<file path="config.mk">
export PLATFORM = sky130hd
export DESIGN_NAME = gcd_result_bcd
export DESIGN_NICKNAME = d
export VERILOG_FILES = /design/src/rtl/gcd_pkg.sv /design/src/rtl/gcd_result_bcd_add3.sv /design/src/rtl/gcd_result_bcd.sv
export SDC_FILE = /design/constraint.sdc
export NUM_CORES = 1
export LEC_CHECK = 0
export CORE_AREA = 4 4 65 111
export CTS_BUF_LIST = sky130_fd_sc_hd__clkbuf_8
export DETAILED_ROUTE_END_ITERATION = 6
export DIE_AREA = 0 0 69 115
export PLACE_DENSITY_LB_ADDON = 0.12
export SYNTH_ARGS = -nofsm -noshare
export SYNTH_HDL_FRONTEND = slang
export SYNTH_SLANG_ARGS = --single-unit
export TNS_END_PERCENT = 50
</file>
<file path="constraint.sdc">
create_clock -name CLOCK_50 -period 1.45 [get_ports CLOCK_50]
set_input_delay 0.29 -clock CLOCK_50 [delete_from_list [all_inputs] [get_ports CLOCK_50]]
set_output_delay 0.29 -clock CLOCK_50 [all_outputs]
set_load 0.005 [all_outputs]
</file>
<file path="src/rtl/gcd_pkg.sv">
// Shared definitions for the GCD datapath and its display path:
// controller state encoding, BCD digit width and the display limit.
package gcd_pkg;

   // Width of one BCD digit.
   localparam int BCD_W = 4;

   // Largest value the two-digit display can show; anything above is an error.
   localparam logic [9:0] MAX_DISP = 10'd99;

   // Controller states of the BCD result converter.
   typedef enum logic [1:0] {
      ST_IDLE  = 2'd0,
      ST_SHIFT = 2'd1,
      ST_DONE  = 2'd2
   } state_t;

endpackage

</file>
<file path="src/rtl/gcd_result_bcd_add3.sv">
// Double-dabble digit correction: a BCD digit of 5 or more gets +3 before
// the shift, so that the doubled value carries correctly into the next digit.
module bcd_add3
   import gcd_pkg::*;
(
   input  logic [BCD_W-1:0] d,
   output logic [BCD_W-1:0] q
);

   // Add 3 to digits 5..9; the result stays within 4 bits.
   always_comb begin
      q = d;
      if (d >= 4'd5) q = d + 4'd3;
   end

endmodule

</file>
<file path="src/rtl/gcd_result_bcd.sv">
// Sequential binary-to-BCD converter between the GCD engine and the
// seven-segment decoders. One result is accepted per in_valid/in_ready
// handshake and converted one bit per clock; the committed digits are
// registered and only change on the commit edge.
//
// Handshake: a transfer happens on a rising edge where in_valid && in_ready
// are both high. in_ready is high only in IDLE, so in_valid outside IDLE is
// ignored and nothing is queued. out_valid is a one-cycle pulse in the cycle
// after the new digits are committed; there is no backpressure on the output.
module gcd_result_bcd
   import gcd_pkg::*;
#(
   parameter int W = 7
) (
   input  logic               CLOCK_50,
   input  logic               rst,
   input  logic               in_valid,
   input  logic [W-1:0]       in_data,
   output logic               in_ready,
   output logic               busy,
   output logic [BCD_W-1:0]   bcd_hund,
   output logic [BCD_W-1:0]   bcd_tens,
   output logic [BCD_W-1:0]   bcd_ones,
   output logic               over99,
   output logic               out_valid,
   output logic [1:0]         dbg_state
);

   localparam int CW = $clog2(W + 1);
   localparam int SW = 3 * BCD_W;

   state_t            state_q, state_d;
   logic [W-1:0]      bin_q, bin_d;
   logic [SW-1:0]     scr_q, scr_d;
   logic [CW-1:0]     cnt_q, cnt_d;
   logic              over_q, over_d;
   logic [BCD_W-1:0]  hund_q, hund_d;
   logic [BCD_W-1:0]  tens_q, tens_d;
   logic [BCD_W-1:0]  ones_q, ones_d;
   logic              over99_q, over99_d;
   logic              out_valid_q, out_valid_d;

   logic [SW-1:0]     adj;
   logic [SW+W-1:0]   shf;

   // Per-digit +3 correction in front of the shifter.
   bcd_add3 u_add3_hund (.d(scr_q[3*BCD_W-1:2*BCD_W]), .q(adj[3*BCD_W-1:2*BCD_W]));
   bcd_add3 u_add3_tens (.d(scr_q[2*BCD_W-1:BCD_W]),   .q(adj[2*BCD_W-1:BCD_W]));
   bcd_add3 u_add3_ones (.d(scr_q[BCD_W-1:0]),         .q(adj[BCD_W-1:0]));

   // Next-state, datapath and commit logic.
   always_comb begin
      state_d     = state_q;
      bin_d       = bin_q;
      scr_d       = scr_q;
      cnt_d       = cnt_q;
      over_d      = over_q;
      hund_d      = hund_q;
      tens_d      = tens_q;
      ones_d      = ones_q;
      over99_d    = over99_q;
      out_valid_d = 1'b0;
      shf         = {adj, bin_q} << 1;

      case (state_q)
         ST_IDLE: begin
            if (in_valid) begin
               bin_d   = in_data;
               scr_d   = '0;
               over_d  = (10'(in_data) > MAX_DISP);
               cnt_d   = CW'(W);
               state_d = ST_SHIFT;
            end
         end
         ST_SHIFT: begin
            scr_d = shf[SW+W-1:W];
            bin_d = shf[W-1:0];
            cnt_d = cnt_q - CW'(1);
            if (cnt_q == CW'(1)) state_d = ST_DONE;
         end
         ST_DONE: begin
            hund_d      = scr_q[3*BCD_W-1:2*BCD_W];
            tens_d      = scr_q[2*BCD_W-1:BCD_W];
            ones_d      = scr_q[BCD_W-1:0];
            over99_d    = over_q;
            out_valid_d = 1'b1;
            state_d     = ST_IDLE;
         end
         default: state_d = ST_IDLE;
      endcase
   end

   // State and datapath registers; reset abandons any conversion.
   always_ff @(posedge CLOCK_50) begin
      if (rst) begin
         state_q     <= ST_IDLE;
         bin_q       <= '0;
         scr_q       <= '0;
         cnt_q       <= '0;
         over_q      <= 1'b0;
         hund_q      <= '0;
         tens_q      <= '0;
         ones_q      <= '0;
         over99_q    <= 1'b0;
         out_valid_q <= 1'b0;
      end else begin
         state_q     <= state_d;
         bin_q       <= bin_d;
         scr_q       <= scr_d;
         cnt_q       <= cnt_d;
         over_q      <= over_d;
         hund_q      <= hund_d;
         tens_q      <= tens_d;
         ones_q      <= ones_d;
         over99_q    <= over99_d;
         out_valid_q <= out_valid_d;
      end
   end

   assign in_ready  = (state_q == ST_IDLE);
   assign busy      = (state_q == ST_SHIFT) || (state_q == ST_DONE);
   assign bcd_hund  = hund_q;
   assign bcd_tens  = tens_q;
   assign bcd_ones  = ones_q;
   assign over99    = over99_q;
   assign out_valid = out_valid_q;
   assign dbg_state = state_q;

endmodule

</file>
==> impl_metrics.tcl, run 1 <==
set metrics [dict create \
    drv_cap 0 \
    syn_inst 192 \
    reg2reg_from "dbg_state[1]$_SDFFE_PP0P_" \
    place.port_buffers 27 \
    cts_made_buffers 5 \
    worst_slack_ns 0.0322 \
    rsz0062_at_grt "true" \
    reg2reg_to "bin_q[5]$_SDFFE_PP0P_" \
    dp_slack_ns -0.118 \
    hold_buffers 0 \
    min_path_cells 2 \
    yosys_warnings 0 \
    die_h_um 115 \
    fin_crit_sh_pct 97.8 \
    clock_path_buffers 2 \
    n_antenna_cell 0 \
    synth_top_family_by_area "compound AO/OA/AOI/OAI gates" \
    ys.flop_type "dfxtp_1" \
    dieWidth_um 69 \
    wire_per_inst_um 12.8 \
    nets 277 \
    critPathTopFamily "buffers and inverters" \
    seqCellArea_um2 790 \
    max_stage_delay_ns 0.50 \
    hold_start "bcd_hund[0]$_SDFFE_PP0P_" \
    ant_nets 0 \
    synthMuxAreaShare_pct 11.5 \
    drtIter0Drc 51 \
    route.detailed.drc 0 \
    cp_max_fo 2 \
    layout-area-overhead-vs-synth_pct 44.9 \
    ir_drop_mv 0.709 \
    cp.arrival_ns 1.13 \
    fillers 647 \
    synth_xor_area_share_pct 2.39 \
    worst_setup_path_start_kind "flop" \
    p_per_area_mw_per_mm2 1070 \
    drive_gt1_share_pct 29.6 \
    status "completed" \
    clk_pin_slew_ns 0.07 \
    crit_chain "clkdlybuf4s50_1" \
    track_usage_pct 11.4 \
    hold_viol_final 0 \
    cp.required_ns 1.16 \
    fin_crit_ns 1.42 \
    start_util_pct 29.2 \
    placedCellCount 325 \
    core_area_mm2 0.00628 \
    synth-simple-area-share_pct 14.4 \
    drtPass1Iterations 4 \
    antenna_found_initial 0 \
    tightest_slew_ns 0.405 \
    relSlewSlack_pct 72.7 \
    yosysSeqAreaShare_pct 42.7 \
    final_cell_mix "dfxtp_1 (32), buf_4 (32), nor2_1 (28)" \
    cts-root-buf "clkbuf_8" \
    slew_violations 0 \
    slowest_stage "clkdlybuf4s50_1" \
    htree_levels 2 \
    routed_via_density 4.51 \
    cts.sinks 39 \
    synthAdderAreaFrac_pct 7.52 \
    cts_tree "built" \
    hold_path_class "reg -> reg" \
    fin_util_pct 42.3 \
    place.gp.congestion 0.649 \
    syn_area_mm2 0.00183 \
    whs_endpoint "bcd_hund[0]$_SDFFE_PP0P_" \
    setup_viol 0 \
    gr-total-overflow 0 \
    synth_fp_nets 213 \
    routed_wl_um 4300 \
    dp_hpwl_um 3210 \
    yosys.area.top_type "dfxtp_1" \
    synth_compound_area_share_pct 15.7 \
    finalPower_w 0.00285 \
    dr_total_vias 1519 \
    ys_seq_elements 39 \
    reg2reg_depth 7 \
    stdcell_count 337 \
    grt_pass1_wl_um 7310 \
    pin_count 28 \
    synthTopCellsByArea "dfxtp_1 (43%), mux2i_1 (11%), ha_1 (7.5%)" \
    row_count 38 \
    p_leak_nw 1.18 \
    ys_types 35 \
    skew_ns 0.00490 \
    avgSynthCellArea_um2 9.53 \
    fin_setup_tns_ns 0 \
    cp-end-kind "primary output" \
    yosysTopAreaCellShare_pct 42.7 \
    clkLatencyLatePin_ns 0.29 \
    multi_input_area_mm2 0.00103 \
    dieArea_mm2 0.00794 \
    worst-r2r-setup-slack_ns 0.05 \
    synth-async-reset-ratio_pct 0 \
    grt_pass1_vias 1579 \
    grt_max_degree 20 \
    critical_path_class "reg -> out" \
    synth_edf_count 0 \
    max_freq_ghz 0.705 \
    crit_buf_inv 1 \
]
## power by group
group / leakage (nW) / total (W) / internal (W) / switching (W)
sequential: 0.320 / 0.00120 / 0.00115 / 0.0000483
combinational: 0.814 / 0.000941 / 0.000493 / 0.000448
clock: 0.0505 / 0.000708 / 0.000324 / 0.000384
## timing repair
| action | 4_1_cts | 5_1_grt |
|---|---|---|
| endpoints found under the setup margin | 26 | 31 |
| gates resized for setup | 18 | 27 |
| pin swaps | 3 | 10 |
| buffers inserted | 1 | 3 |
## worst reg2reg max path: cells and delay by family (launching register included)
| family | cells | cell delay (ns) |
|---|---|---|
| AOI/OAI and AO/OA | 2 | 0.45 |
| buffers and inverters | 3 | 0.36 |
| DFF | 1 | 0.34 |
| adders and majority gates | 1 | 0.16 |
| and+or+nand+nor | 1 | 0.03 |
## logic make-up after synthesis
kind of cell / after synthesis
buffers and inverters: 22
AND/OR/NAND/NOR: 55
XOR/XNOR: 5
multiplexers: 21
flip-flops: 39
adder cells (fa/ha/maj): 11
AO/OA/AOI/OAI: 39
## sequential cells by signal (all words and copies together) (netlist names)
name and count:
bcd_tens 4, bcd_ones 4, dbg_state 2, cnt_q 3, over99 1, over_q 1
out_valid 1, scr_q 12, bin_q 7, bcd_hund 4
## through the flow
step	cell area [um^2]	hold WS, ns
after CTS	2550	0.501
after global placement	2420	0.472
after detailed placement	2420	0.483
final	2650	0.485
after floorplan	1830	0.454
after global routing	2650	0.527
## synth_stat cells (4+ instances only)
cell type / n
mux2i_1: 21
inv_1: 12
a211oi_1: 6
o21ai_0: 6
dfxtp_1: 39
a21oi_1: 7
xnor2_1: 5
ha_1: 11
nand3_1: 7
clkbuf_1: 4
nor2_1: 30
nand2_1: 4
nor3_1: 4
a22o_1: 8
## metal layers
layer	track usage [%]	wire, um	vias up
li1	-	-	799
met1	12.2	1820	687
met2	21.1	2250	26
met3	2.62	138	7
met4	5.08	98	0
met5	0	0	-
## final cells by class
type / instances / area share [%]
Clock buffer: 5 / 2.59
Timing Repair Buffer: 66 / 22.7
Tap cell: 80 / 3.77
Multi-Input combinational cell: 131 / 38.8
Clock inverter: 3 / 0.472
Inverter: 13 / 1.84
Sequential cell: 39 / 29.8
## worst max-delay path by stage
| stage | cells past startpoint | end | slack (ns) | start |
|---|---|---|---|---|
| detailed placement | 6 | bin_q[1]$_SDFFE_PP0P_ | -0.12 | in_valid |
| finish | 1 | bcd_tens[2] | 0.03 | bcd_tens[2]$_SDFFE_PP0P_ |
| global placement | 4 | cnt_q[2]$_SDFFE_PP0P_ | -0.09 | rst |
| global route | 7 | bin_q[5]$_SDFFE_PP0P_ | -0.009 | dbg_state[1]$_SDFFE_PP0P_ |
| floorplan | 7 | scr_q[0]$_SDFFE_PP0P_ | -0.05 | dbg_state[0]$_SDFFE_PP0P_ |
| CTS | 1 | bcd_tens[0] | 0.004 | bcd_tens[0]$_SDFFE_PP0P_ |
No activity file was read; power rests on OpenSTA's default activity.
==> run 2, diff against run 1 <==
- SKIP_LAST_GASP: unset -> 1
==> impl_metrics.tcl, run 2 (synthesized netlist as in run 1, its figures left out) <==
set metrics [dict create \
    status "completed" \
    worst-r2r-setup-slack_ns 0.05 \
    dr_total_vias 1522 \
    fin_crit_sh_pct 98.3 \
    cp_max_fo 2 \
    n_antenna_cell 0 \
    core_area_mm2 0.00628 \
    grt_pass1_vias 1579 \
    worst_setup_path_start_kind "flop" \
    cp.arrival_ns 1.13 \
    dp_slack_ns -0.118 \
    track_usage_pct 11.4 \
    layout-area-overhead-vs-synth_pct 44.0 \
    clkPwrFrac_pct 24.9 \
    route.detailed.drc 0 \
    nets 277 \
    fin_util_pct 42.0 \
    slowest_stage "clkdlybuf4s50_1" \
    hold_buffers 0 \
    cp_num_cells 1 \
    p_sw_w 0.000879 \
    critical_path_class "reg -> out" \
    routed_wl_um 4300 \
    largest_reg_flops 12 \
    routed_via_density 4.52 \
    pwr-share-comb_pct 33.1 \
    dp_hpwl_um 3210 \
    top_register "scr_q" \
    dieArea_mm2 0.00794 \
    final_area_mm2 0.00264 \
    cts.sinks 39 \
    drv_cap 0 \
    reg2reg_to "bin_q[5]$_SDFFE_PP0P_" \
    worst_slack_ns 0.0250 \
    final_common_cell "dfxtp_1" \
    place.gp.congestion 0.649 \
    wire_per_inst_um 12.8 \
    reg2reg_depth 7 \
    ir_drop_mv 0.709 \
    skew_ns 0.00513 \
    drive_gt1_share_pct 28.0 \
    slew_violations 0 \
    tightest_slew_ns 0.405 \
    antenna_found_initial 0 \
    clock_path_buffers 2 \
    final_cell_mix "dfxtp_1 (35), buf_4 (33), nor2_1 (28)" \
    endpoint "over99" \
    ant_nets 0 \
    rsz0062_at_grt "true" \
    max_stage_delay_ns 0.51 \
    cp-startpoint "over99$_SDFFE_PP0P_" \
    dieWidth_um 69 \
    drtIter0Drc 55 \
    cts_made_buffers 5 \
    crit_chain "clkdlybuf4s50_1" \
    setup_viol 0 \
    worst_hold_slack_ns 0.494 \
    start_util_pct 29.2 \
    clkLatencyLatePin_ns 0.30 \
    pin_count 28 \
    cp.required_ns 1.16 \
    fin_crit_ns 1.42 \
    die_h_um 115 \
    place.port_buffers 27 \
    clk_pin_slew_ns 0.08 \
    switching_share_pct 30.9 \
    seqPwrFrac_pct 42.1 \
    p_leak_nw 1.07 \
    relSlewSlack_pct 72.7 \
    intPower_w 0.00197 \
    drtPass1Iterations 4 \
    fin_setup_tns_ns 0 \
    p_per_area_mw_per_mm2 1080 \
    crit_buf_inv 1 \
    grt_max_degree 20 \
    htree_levels 2 \
    cp-end-kind "primary output" \
    fillers 650 \
    row_count 38 \
    hold_path_class "reg -> reg" \
    gr-total-overflow 0 \
    cts_tree "built" \
    cts-root-buf "clkbuf_8" \
    critPathTopFamily "buffers and inverters" \
    reg2reg_from "dbg_state[1]$_SDFFE_PP0P_" \
    place_area_mm2 0.00242 \
    hold_viol_final 0 \
    reg_top3 "scr_q x12, bin_q x7" \
    grt_pass1_wl_um 7310 \
    max_freq_ghz 0.702 \
]
run 2: cell count changes in the layout (fill, tap and decap cells not counted):
cell	previous run	this run
dlymetal6s2s_1	6	0
dfxtp_2	7	4
clkdlybuf4s50_1	16	23
clkdlybuf4s15_1	0	1
dlygate4sd2_1	4	3
buf_6	6	5
buf_4	32	33
clkbuf_2	1	0
dfxtp_1	32	35
run 2: worst min-delay path by stage:
| stage | start | endpoint | slack, ns | cells after the start |
|---|---|---|---|---|
| after floorplan | over_q$_SDFFE_PP0P_ | over_q$_SDFFE_PP0P_ | 0.45 | 2 |
| after global placement | bcd_hund[3]$_SDFFE_PP0P_ | bcd_hund[3]$_SDFFE_PP0P_ | 0.47 | 2 |
| after detailed placement | bcd_ones[3]$_SDFFE_PP0P_ | bcd_ones[3]$_SDFFE_PP0P_ | 0.48 | 2 |
| after CTS | bcd_ones[3]$_SDFFE_PP0P_ | bcd_ones[3]$_SDFFE_PP0P_ | 0.50 | 2 |
| after global routing | over_q$_SDFFE_PP0P_ | over99$_SDFFE_PP0P_ | 0.53 | 2 |
| final | bcd_ones[3]$_SDFFE_PP0P_ | bcd_ones[3]$_SDFFE_PP0P_ | 0.49 | 2 |
run 2: metal layers:
layer	vias up	global-route usage, %	part of all wire (%)	wire [um]
met3	7	2.62	3.2	136
met2	24	21.1	52	2250
li1	798	-	-	-
met4	0	5.08	2.3	98
met5	-	0	0	0
met1	693	12.2	42	1820
run 2: power groups by stage:
stage / clock network [W] / logic, W / registers [W]
final: 0.000708 / 0.000941 / 0.00120
after global placement: 0 / 0.000810 / 0.00122
after detailed placement: 0 / 0.000811 / 0.00122
after CTS: 0.000740 / 0.000852 / 0.00119
after global routing: 0.000782 / 0.00103 / 0.00121
after floorplan: 0 / 0.000453 / 0.00121
run 2: through the flow:
step	cells	total power [W]
final	337	0.00285
after global routing	337	0.00302
after CTS	334	0.00279
after detailed placement	325	0.00203
after global placement	325	0.00203
after floorplan	192	0.00166
run 2: cell type report:
class	instances	area, um^2	share of cell area [%]
clock buffer	5	68.8	2.61
clock inverter	3	12.5	0.475
inverter	13	48.8	1.85
multi-input combinational	131	1030	39.1
sequential	39	786	29.8
tap	80	100	3.80
timing repair buffer	66	591	22.4
run 2: repair_timing:
item,in CTS,in global routing
setup endpoints to repair,26,32
setup buffers,1,3
gates resized for setup,16,17
pin swaps,3,7
==> run 3, diff against run 2 <==
- PLACE_DENSITY_LB_ADDON: 0.12 -> 0.15
==> impl_metrics.tcl, run 3 (synthesized netlist as in run 1, its figures left out) <==
set metrics [dict create \
    worst-r2r-setup-slack_ns 0.01 \
    largest_reg_flops 12 \
    switching_share_pct 30.7 \
    n_antenna_cell 0 \
    critical_path_class "reg -> reg" \
    dieArea_mm2 0.00794 \
    min_path_cells 2 \
    die_h_um 115 \
    htree_levels 2 \
    setup_viol 0 \
    clkLatencyLatePin_ns 0.29 \
    drtPass1Iterations 4 \
    skew_ns 0.00709 \
    slew_violations 0 \
    tightest_slew_ns 0.311 \
    p_per_area_mw_per_mm2 1110 \
    cp.arrival_ns 1.62 \
    clock_path_buffers 2 \
    start_util_pct 29.2 \
    place_area_mm2 0.00239 \
    top_register "scr_q" \
    routed_via_density 4.62 \
    drv_cap 0 \
    fin_setup_tns_ns 0 \
    final_cell_mix "dfxtp_1 (36), nor2_1 (25), buf_4 (24)" \
    p_leak_nw 1.06 \
    seqPwrFrac_pct 41.3 \
    hold_path_class "reg -> reg" \
    intPower_w 0.00202 \
    cp-end-kind "flop" \
    dr_total_vias 1516 \
    place.gp.congestion 0.740 \
    track_usage_pct 11.6 \
    reg2reg_to "scr_q[1]$_SDFFE_PP0P_" \
    ir_drop_mv 0.580 \
    cts_made_buffers 5 \
    worst_hold_slack_ns 0.491 \
    fin_crit_ns 1.44 \
    grt_pass1_vias 1578 \
    route.detailed.drc 0 \
    reg2reg_from "dbg_state[1]$_SDFFE_PP0P_" \
    reg_top3 "scr_q x12, bin_q x7" \
    whs_endpoint "bcd_hund[2]$_SDFFE_PP0P_" \
    worst_setup_path_start_kind "flop" \
    pin_count 28 \
    final_area_mm2 0.00263 \
    drtIter0Drc 29 \
    reg2reg_depth 7 \
    grt_pass1_wl_um 7230 \
    cts_tree "built" \
    p_sw_w 0.000894 \
    ant_nets 0 \
    cp_max_fo 8 \
    row_count 38 \
    core_area_mm2 0.00628 \
    cts-root-buf "clkbuf_8" \
    layout-area-overhead-vs-synth_pct 43.4 \
    fin_crit_sh_pct 99.1 \
    nets 269 \
    grt_max_degree 23 \
    cts.sinks 39 \
    final_common_cell "dfxtp_1" \
    relSlewSlack_pct 79.2 \
    max_freq_ghz 0.696 \
    dp_slack_ns -0.170 \
    hold_viol_final 0 \
    dp_hpwl_um 3280 \
    gr-total-overflow 0 \
    cp.required_ns 1.63 \
    place.port_buffers 27 \
    pwr-share-comb_pct 32.8 \
    dieWidth_um 69 \
    status "completed" \
    antenna_found_initial 0 \
    worst_slack_ns 0.0129 \
    rsz0062_at_grt "true" \
    drive_gt1_share_pct 27.0 \
    routed_wl_um 4450 \
    clkPwrFrac_pct 25.9 \
    hold_start "bcd_hund[2]$_SDFFE_PP0P_" \
    clk_pin_slew_ns 0.07 \
    wire_per_inst_um 13.6 \
]
[run 3: cell types whose count changed in the layout (fill, tap and decap cells not counted), sizes merged]
cell	change
buf	-9
clkbuf	+3
clkdlybuf4s15	-1
clkdlybuf4s50	-1
dlymetal6s2s	+1
inv	-2
[run 3: critical path, stage by stage (launching register included)]
cell	delay [ns]
dfxtp_2	0.33
inv_2	0.08
buf_6	0.10
ha_4	0.15
inv_4	0.05
o21ai_4	0.26
nor2_4	0.11
a22o_1	0.24
[run 3: area by class of cell]
class                   instances  area [um^2]
inverters                      13         51.3
repair buffers                 58          563
fillers                       648         3650
flip-flops and latches         39          785
clock buffers                   6         82.6
well taps                      80          100
clock inverters                 1         5.00
multi-input cells             131         1040
[run 3: metal layers]
metal | GRT usage (%) | wire (um) | vias up
met4 | 5.74 | 87 | 0
met5 | 0 | 0 | -
li1 | - | - | 779
met3 | 2.54 | 114 | 5
met2 | 22.1 | 2440 | 20
met1 | 11.7 | 1810 | 712
[run 3: repair_timing]
item,CTS,global route
hold buffers,0,0
endpoints found under the setup margin,21,29
setup buffers,1,1
gates resized for setup,15,22
pin swaps,1,9
gates cloned,0,1
[run 3: power by group through the flow]
stage	clock network, W	registers [W]	logic, W
floorplan	0	0.00121	0.000453
global placement	0	0.00122	0.000811
detailed placement	0	0.00122	0.000811
CTS	0.000790	0.00120	0.000849
global route	0.000838	0.00121	0.00103
finish	0.000756	0.00120	0.000955
[run 3: worst max-delay path by stage]
stage | startpoint | end | slack [ns] | depth (start not counted)
3_5_place_dp | in_valid | scr_q[5]$_SDFFE_PP0P_ | -0.17 | 5
6_report | dbg_state[1]$_SDFFE_PP0P_ | scr_q[1]$_SDFFE_PP0P_ | 0.01 | 7
3_3_place_gp | in_valid | scr_q[5]$_SDFFE_PP0P_ | -0.15 | 5
5_1_grt | dbg_state[1]$_SDFFE_PP0P_ | bin_q[6]$_SDFFE_PP0P_ | -0.04 | 8
4_1_cts | dbg_state[1]$_SDFFE_PP0P_ | bin_q[6]$_SDFFE_PP0P_ | -0.05 | 8
2_1_floorplan | dbg_state[0]$_SDFFE_PP0P_ | scr_q[0]$_SDFFE_PP0P_ | -0.05 | 7
[run 3: through the flow]
stage / total power (W) / utilization [%] / std cells
final: 0.00291 / 41.8 / 328
after global routing: 0.00308 / 41.8 / 328
after CTS: 0.00284 / 40.2 / 326
after detailed placement: 0.00203 / 38.1 / 318
after global placement: 0.00203 / 38.1 / 318
after floorplan: 0.00166 / - / 192
